## config.mk

```make
export PLATFORM = sky130hd
export DESIGN_NAME = text_cursor_ctrl_flat
export DESIGN_NICKNAME = d
export VERILOG_FILES = /design/src/rtl/text_cursor_ctrl_if.sv /design/src/rtl/text_cursor_ctrl.sv /design/src/flat_wrapper.sv
export SDC_FILE = /design/constraint.sdc
export NUM_CORES = 1
export LEC_CHECK = 0
export ABC_AREA = 1
export CAP_MARGIN = 20
export CELL_PAD_IN_SITES_DETAIL_PLACEMENT = 0
export CELL_PAD_IN_SITES_GLOBAL_PLACEMENT = 1
export CORE_MARGIN = 5
export CORE_UTILIZATION = 36
export CTS_CLUSTER_SIZE = 28
export DETAILED_ROUTE_END_ITERATION = 10
export GPL_ROUTABILITY_DRIVEN = 1
export PLACE_DENSITY_LB_ADDON = 0.05
export SETUP_SLACK_MARGIN = 0.05
export SKIP_CTS_REPAIR_TIMING = 1
export SYNTH_ARGS = -nofsm -noshare
export SYNTH_HDL_FRONTEND = slang
export SYNTH_SLANG_ARGS = --single-unit
export TNS_END_PERCENT = 20
```

## constraint.sdc

```tcl
create_clock -name clk_pix -period 2.8 [get_ports clk_pix]
set_clock_uncertainty 0.2 [all_clocks]
set_input_delay 0.56 -clock clk_pix [delete_from_list [all_inputs] [get_ports clk_pix]]
set_output_delay 0.56 -clock clk_pix [all_outputs]
set_load 0.005 [all_outputs]
```

## src/rtl/text_cursor_ctrl_if.sv

```systemverilog
// Typer-side strobes, RAM write port and cursor status of the text cursor controller.
// master = typer/driver side, slave = controller side.
interface text_cursor_ctrl_if #(
  parameter int ADDR_W = 6
);
  logic [6:0]        ascii_in;
  logic              write_en;
  logic              ctrl_en;
  logic              ready;
  logic              cmd_drop;
  logic              ram_we;
  logic [ADDR_W-1:0] ram_addr;
  logic [6:0]        ram_wdata;
  logic [3:0]        cur_col;
  logic [2:0]        cur_row;

  modport master (
    output ascii_in, write_en, ctrl_en,
    input  ready, cmd_drop, ram_we, ram_addr, ram_wdata, cur_col, cur_row
  );

  modport slave (
    input  ascii_in, write_en, ctrl_en,
    output ready, cmd_drop, ram_we, ram_addr, ram_wdata, cur_col, cur_row
  );
endinterface

```

## src/rtl/text_cursor_ctrl.sv

```systemverilog
// Turns typer strobes into text RAM writes and tracks the cursor on a GRID_COL x GRID_ROW grid.
//   state    | meaning
//   ST_IDLE  | ready=1; printable writes, backspace and newline complete here in one cycle
//   ST_CLEAR | ready=0; sweeps every cell with 0x20, then homes the cursor
module text_cursor_ctrl #(
  parameter int GRID_COL   = 10,
  parameter int GRID_ROW   = 5,
  parameter int ADDR_W     = 6,
  parameter int CLR_ON_RST = 1
) (
  input  logic             clk_pix,
  input  logic             rst_n,
  text_cursor_ctrl_if.slave bus
);

  localparam int         CELLS    = GRID_COL * GRID_ROW;
  localparam int         CNT_W    = ADDR_W + 1;
  localparam logic [3:0] LAST_COL = 4'(GRID_COL - 1);
  localparam logic [2:0] LAST_ROW = 3'(GRID_ROW - 1);
  localparam logic [6:0] SPACE    = 7'h20;
  localparam logic [6:0] CODE_BS  = 7'h08;
  localparam logic [6:0] CODE_NL  = 7'h0D;
  localparam logic [6:0] CODE_FF  = 7'h0C;

  typedef enum logic {ST_IDLE, ST_CLEAR} state_t;

  localparam state_t ST_RST  = (CLR_ON_RST != 0) ? ST_CLEAR : ST_IDLE;
  localparam logic   RDY_RST = (CLR_ON_RST == 0);

  state_t            state, state_nxt;
  logic [3:0]        col, col_nxt;
  logic [2:0]        row, row_nxt;
  logic              we, we_nxt;
  logic              drop, drop_nxt;
  logic              rdy;
  logic [ADDR_W-1:0] addr, addr_nxt;
  logic [6:0]        wdata, wdata_nxt;
  logic [CNT_W-1:0]  cnt, cnt_nxt;
  logic              printable;

  function automatic logic [ADDR_W-1:0] cell_addr(input logic [3:0] c, input logic [2:0] r);
    return ADDR_W'(r) * ADDR_W'(GRID_COL) + ADDR_W'(c);
  endfunction

  assign printable = (bus.ascii_in >= 7'h20) && (bus.ascii_in <= 7'h7E);

  always_ff @(posedge clk_pix or negedge rst_n) begin
    if (!rst_n) state <= ST_RST;
    else        state <= state_nxt;
  end

  always_comb begin
    state_nxt = state;
    col_nxt   = col;
    row_nxt   = row;
    we_nxt    = 1'b0;
    drop_nxt  = 1'b0;
    addr_nxt  = addr;
    wdata_nxt = wdata;
    cnt_nxt   = cnt;
    case (state)
      ST_IDLE: begin
        if (bus.ctrl_en) begin
          case (bus.ascii_in)
            CODE_BS: begin
              if (col != 4'd0) begin
                col_nxt = col - 4'd1;
              end else if (row != 3'd0) begin
                col_nxt = LAST_COL;
                row_nxt = row - 3'd1;
              end
              we_nxt    = 1'b1;
              addr_nxt  = cell_addr(col_nxt, row_nxt);
              wdata_nxt = SPACE;
            end
            CODE_NL: begin
              col_nxt = 4'd0;
              row_nxt = (row == LAST_ROW) ? 3'd0 : row + 3'd1;
            end
            CODE_FF: begin
              state_nxt = ST_CLEAR;
              cnt_nxt   = '0;
            end
            default: ;
          endcase
        end else if (bus.write_en && printable) begin
          we_nxt    = 1'b1;
          addr_nxt  = cell_addr(col, row);
          wdata_nxt = bus.ascii_in;
          if (col != LAST_COL) begin
            col_nxt = col + 4'd1;
          end else begin
            col_nxt = 4'd0;
            row_nxt = (row == LAST_ROW) ? 3'd0 : row + 3'd1;
          end
        end
      end
      ST_CLEAR: begin
        drop_nxt = bus.write_en | bus.ctrl_en;
        if (cnt < CNT_W'(CELLS)) begin
          we_nxt    = 1'b1;
          addr_nxt  = cnt[ADDR_W-1:0];
          wdata_nxt = SPACE;
          cnt_nxt   = cnt + 1'b1;
        end else begin
          col_nxt   = 4'd0;
          row_nxt   = 3'd0;
          state_nxt = ST_IDLE;
        end
      end
      default: state_nxt = ST_RST;
    endcase
  end

  // All outputs are registered copies of the next-state decode above.
  always_ff @(posedge clk_pix or negedge rst_n) begin
    if (!rst_n) begin
      col   <= '0;
      row   <= '0;
      we    <= 1'b0;
      drop  <= 1'b0;
      rdy   <= RDY_RST;
      addr  <= '0;
      wdata <= '0;
      cnt   <= '0;
    end else begin
      col   <= col_nxt;
      row   <= row_nxt;
      we    <= we_nxt;
      drop  <= drop_nxt;
      rdy   <= (state_nxt == ST_IDLE);
      addr  <= addr_nxt;
      wdata <= wdata_nxt;
      cnt   <= cnt_nxt;
    end
  end

  assign bus.ready     = rdy;
  assign bus.cmd_drop  = drop;
  assign bus.ram_we    = we;
  assign bus.ram_addr  = addr;
  assign bus.ram_wdata = wdata;
  assign bus.cur_col   = col;
  assign bus.cur_row   = row;

endmodule
```

## src/flat_wrapper.sv

```systemverilog
// flat-port wrapper written by rule: the top's interface ports become plain ports
module text_cursor_ctrl_flat 
#(
  parameter int GRID_COL   = 10,
  parameter int GRID_ROW   = 5,
  parameter int ADDR_W     = 6,
  parameter int CLR_ON_RST = 1
)
  (clk_pix, rst_n, bus_ascii_in, bus_write_en, bus_ctrl_en, bus_ready, bus_cmd_drop, bus_ram_we, bus_ram_addr, bus_ram_wdata, bus_cur_col, bus_cur_row);
  text_cursor_ctrl_if #(.ADDR_W(ADDR_W)) bus_i ();
  input  logic clk_pix;
  input  logic rst_n;
  input wire logic [$bits(bus_i.ascii_in)-1:0] bus_ascii_in;
  input wire logic [$bits(bus_i.write_en)-1:0] bus_write_en;
  input wire logic [$bits(bus_i.ctrl_en)-1:0] bus_ctrl_en;
  output wire logic [$bits(bus_i.ready)-1:0] bus_ready;
  output wire logic [$bits(bus_i.cmd_drop)-1:0] bus_cmd_drop;
  output wire logic [$bits(bus_i.ram_we)-1:0] bus_ram_we;
  output wire logic [$bits(bus_i.ram_addr)-1:0] bus_ram_addr;
  output wire logic [$bits(bus_i.ram_wdata)-1:0] bus_ram_wdata;
  output wire logic [$bits(bus_i.cur_col)-1:0] bus_cur_col;
  output wire logic [$bits(bus_i.cur_row)-1:0] bus_cur_row;
  assign bus_i.ascii_in = bus_ascii_in;
  assign bus_i.write_en = bus_write_en;
  assign bus_i.ctrl_en = bus_ctrl_en;
  assign bus_ready = bus_i.ready;
  assign bus_cmd_drop = bus_i.cmd_drop;
  assign bus_ram_we = bus_i.ram_we;
  assign bus_ram_addr = bus_i.ram_addr;
  assign bus_ram_wdata = bus_i.ram_wdata;
  assign bus_cur_col = bus_i.cur_col;
  assign bus_cur_row = bus_i.cur_row;
  text_cursor_ctrl #(.GRID_COL(GRID_COL), .GRID_ROW(GRID_ROW), .ADDR_W(ADDR_W), .CLR_ON_RST(CLR_ON_RST)) u_core (.clk_pix(clk_pix), .rst_n(rst_n), .bus(bus_i));
endmodule
```

==> metrics <==
status finished clean; worst skew pair latency 0.29 ns; maximum buffer depth of the clock tree 2; H-Tree Depth 2; synth warn 0; synthesis-stage register bit count 31; aggregate global routing overflow 0; Reg clk slew, reported paths 0.07 ns; dpl cells 461; GR Util met1 0.228; Max Slew Vio Count 0; first-pass GRT wire length 10.9 mm; most instantiated cells after synthesis nand2_1 (112), inv_1 (43), dfrtp_1 (30), nor2_1 (30), nand3_1 (28); top cells by area, synth dfrtp_1 (31%), nand2_1 (18%), ha_1 (8.9%); CP arrival 2.70 ns; delay-heaviest family, CP simple AND/OR/NAND/NOR gates; fillers 663; most used cell, CP nand2_1; endpoints failing setup 0; routability congestion estimate 0.860; 1st-iter DRT viols 92; area of the core 6420 sq um; Worst Setup SP u_core.bus.cur_col[1]; GRT Overall Usage 0.164; R2R setup slack 0.13 ns; RSZ-0062 raised after global routing yes; met3 Use GR 0.0319; Avg WL per Cell 14.1 um; final worst-path cycle share 0.953; CP max FO 5; Final ANT Viol Nets 0; Multi-input gate area 1450 sq um; CTS buffer count 5; hold wc startpoint u_core.bus.ram_addr[5]; largest net degree at the start of global routing 32; Main synth FF type dfrtp_1; fmax 375 MHz; synthesized net count 368; hold crit path type reg -> reg; CP Class reg -> reg; # rows 29; final non-filler cell total 472; synth unique cells 34; post-layout min period 2.67 ns; Mapped Cells 338; Cell Chain, Critical Path inv_2 -> ha_4 -> nand3_4 -> nor2_4 -> xor2_2 -> ha_2 -> inv_2 -> fa_2 -> nand3b_1 -> nand2_1 -> nand2_1 -> nand2_1 -> nand3_1 -> nand3_1 -> nand2_1 -> nand2_1; Initial Util 0.374; EDFF count, synth 0; final hold violations 0; I/O Pins 34; sequential area share after synthesis 0.323; asr flop ratio synth 1.00; FF+latch area 777 sq um; CTS tree yes; die height 91.7 um; Residual DRC 0; most frequent cell after synthesis nand2_1; worst path bufs/invs 2; drt pass-1 iters 4; max cap viols 0; RR Endpoint u_core.bus.ram_addr[5]; clk sinks 31; critical path launch point type register; CP required 2.83 ns; CTS root buf clkbuf_8; fin util 0.484; Crit path depth 16; power density over cell area 324 nW/um^2; CP endpoint kind register; vias in the first global route 2187; routed vias 2241; cell leakage power 1.63 nW; vias per inst 4.75; Area Growth Syn to Fin 29.4%; I/O Buffers 33; worst r2r src u_core.bus.cur_col[1]; Die X 91.7 um; layout cell share with drive strength beyond 1 0.180; Slew Limit Headroom 0.614; highest-delay cell along the critical path dfrtp_1; initial antenna violation count 0; r2r worst-path depth 16; syn_area_per_cell 7.11 sq um; Total Die Area 8410 sq um; synthesized cell area 2400 sq um; Max IR drop VDD 0.208 mV; Synth area leader dfrtp_1; CP peak stage delay 0.39 ns; worst hold stages 2; WL final 6.67 mm; Most Crowded Layer GR met2; dpl hpwl 5.25 mm; GRT met2 Usage 0.262; Final Net Count 424; area share of the largest cell type after synthesis 0.313; measured slew at the worst slew-check pin 0.573 ns; antenna diode count 0; crit path to u_core.bus.ram_addr[5]
layer usage:
layer / share of wire / vias up
met4: 0.011 / 0
li1: - / 1182
met5: 0 / -
met1: 0.50 / 1023
met3: 0.035 / 7
met2: 0.45 / 29
power breakdown:
part           internal [mW]  total [mW]  switching [mW]
logic                 0.0330      0.0971          0.0641
clock network          0.265       0.460           0.195
registers              0.449       0.449        0.000211
total                  0.747        1.01           0.259
registers in the layout, indices dropped and copies added (netlist names):
register and cells:
u_core.bus.cmd_drop 1, u_core.state 1, u_core.cnt 7, u_core.bus.cur_row 3, u_core.bus.ram_addr 6, u_core.bus.ram_wdata 7
u_core.bus.ram_we 1, u_core.bus.ready 1, u_core.bus.cur_col 4
how the worst min path moves through the flow:
stage | end
after detailed placement | u_core.bus.ram_addr[2]
after CTS | u_core.bus.ram_addr[2]
after global routing | u_core.bus.ram_addr[2]
after global placement | u_core.bus.ram_addr[5]
final | u_core.bus.ram_addr[5]
after floorplan | u_core.bus.cmd_drop
logic make-up (layout without fill, tap and decap cells):
group / after synthesis / after routing / share of synthesized area
simple gates: 192 / 192 / 0.368
buf+inv: 53 / 110 / 0.0948
compound gates: 38 / 38 / 0.0906
flops: 31 / 31 / 0.323
fa+ha+maj: 19 / 19 / 0.105
xor+xnor: 5 / 5 / 0.0182
layout by cell type (no fill, tap or decap), types with 3 or more instances in the layout:
cell type,synthesis,routed
inv_2,4,11
nor2_2,5,5
xor2_1,5,4
clkbuf_8,0,5
inv_1,43,36
nor2_1,30,28
o21ai_0,14,13
o21ai_1,6,7
dfrtp_1,30,30
nand4_1,3,3
nand3_1,28,28
buf_4,1,20
ha_1,17,14
nor2_4,1,3
clkdlybuf4s50_1,0,33
a21oi_1,9,9
nand2_1,112,111
o21ai_2,4,4
nand2_2,3,4
per-stage QoR:
step	setup WS [ns]	total power, mW	cell area (sq um)	setup TNS (ns)	hold slack (ns)
detailed placement	-0.0245	0.558	2920	-0.0370	0.266
global route	-0.0695	1.05	3110	-0.0828	0.310
floorplan	0.0530	0.510	2400	0	0.0644
CTS	-0.0394	1.02	3030	-0.0489	0.284
finish	0.132	1.01	3110	0	0.273
global placement	0.0881	0.557	2920	0	0.264
layout make-up:
class                   count  share of cell area
inverters                  49              0.0608
repair buffers             53               0.155
well taps                  77              0.0310
clock buffers               5              0.0221
clock inverters             3              0.0141
multi-input cells         254               0.467
flip-flops and latches     31               0.250
tightest hold or removal path, delay by kind of cell, from the launching register on:
family | cells | cell delay (ns)
DFF | 1 | 0.35
and+or+nand+nor | 2 | 0.09
(Power assumes the default switching activity.)
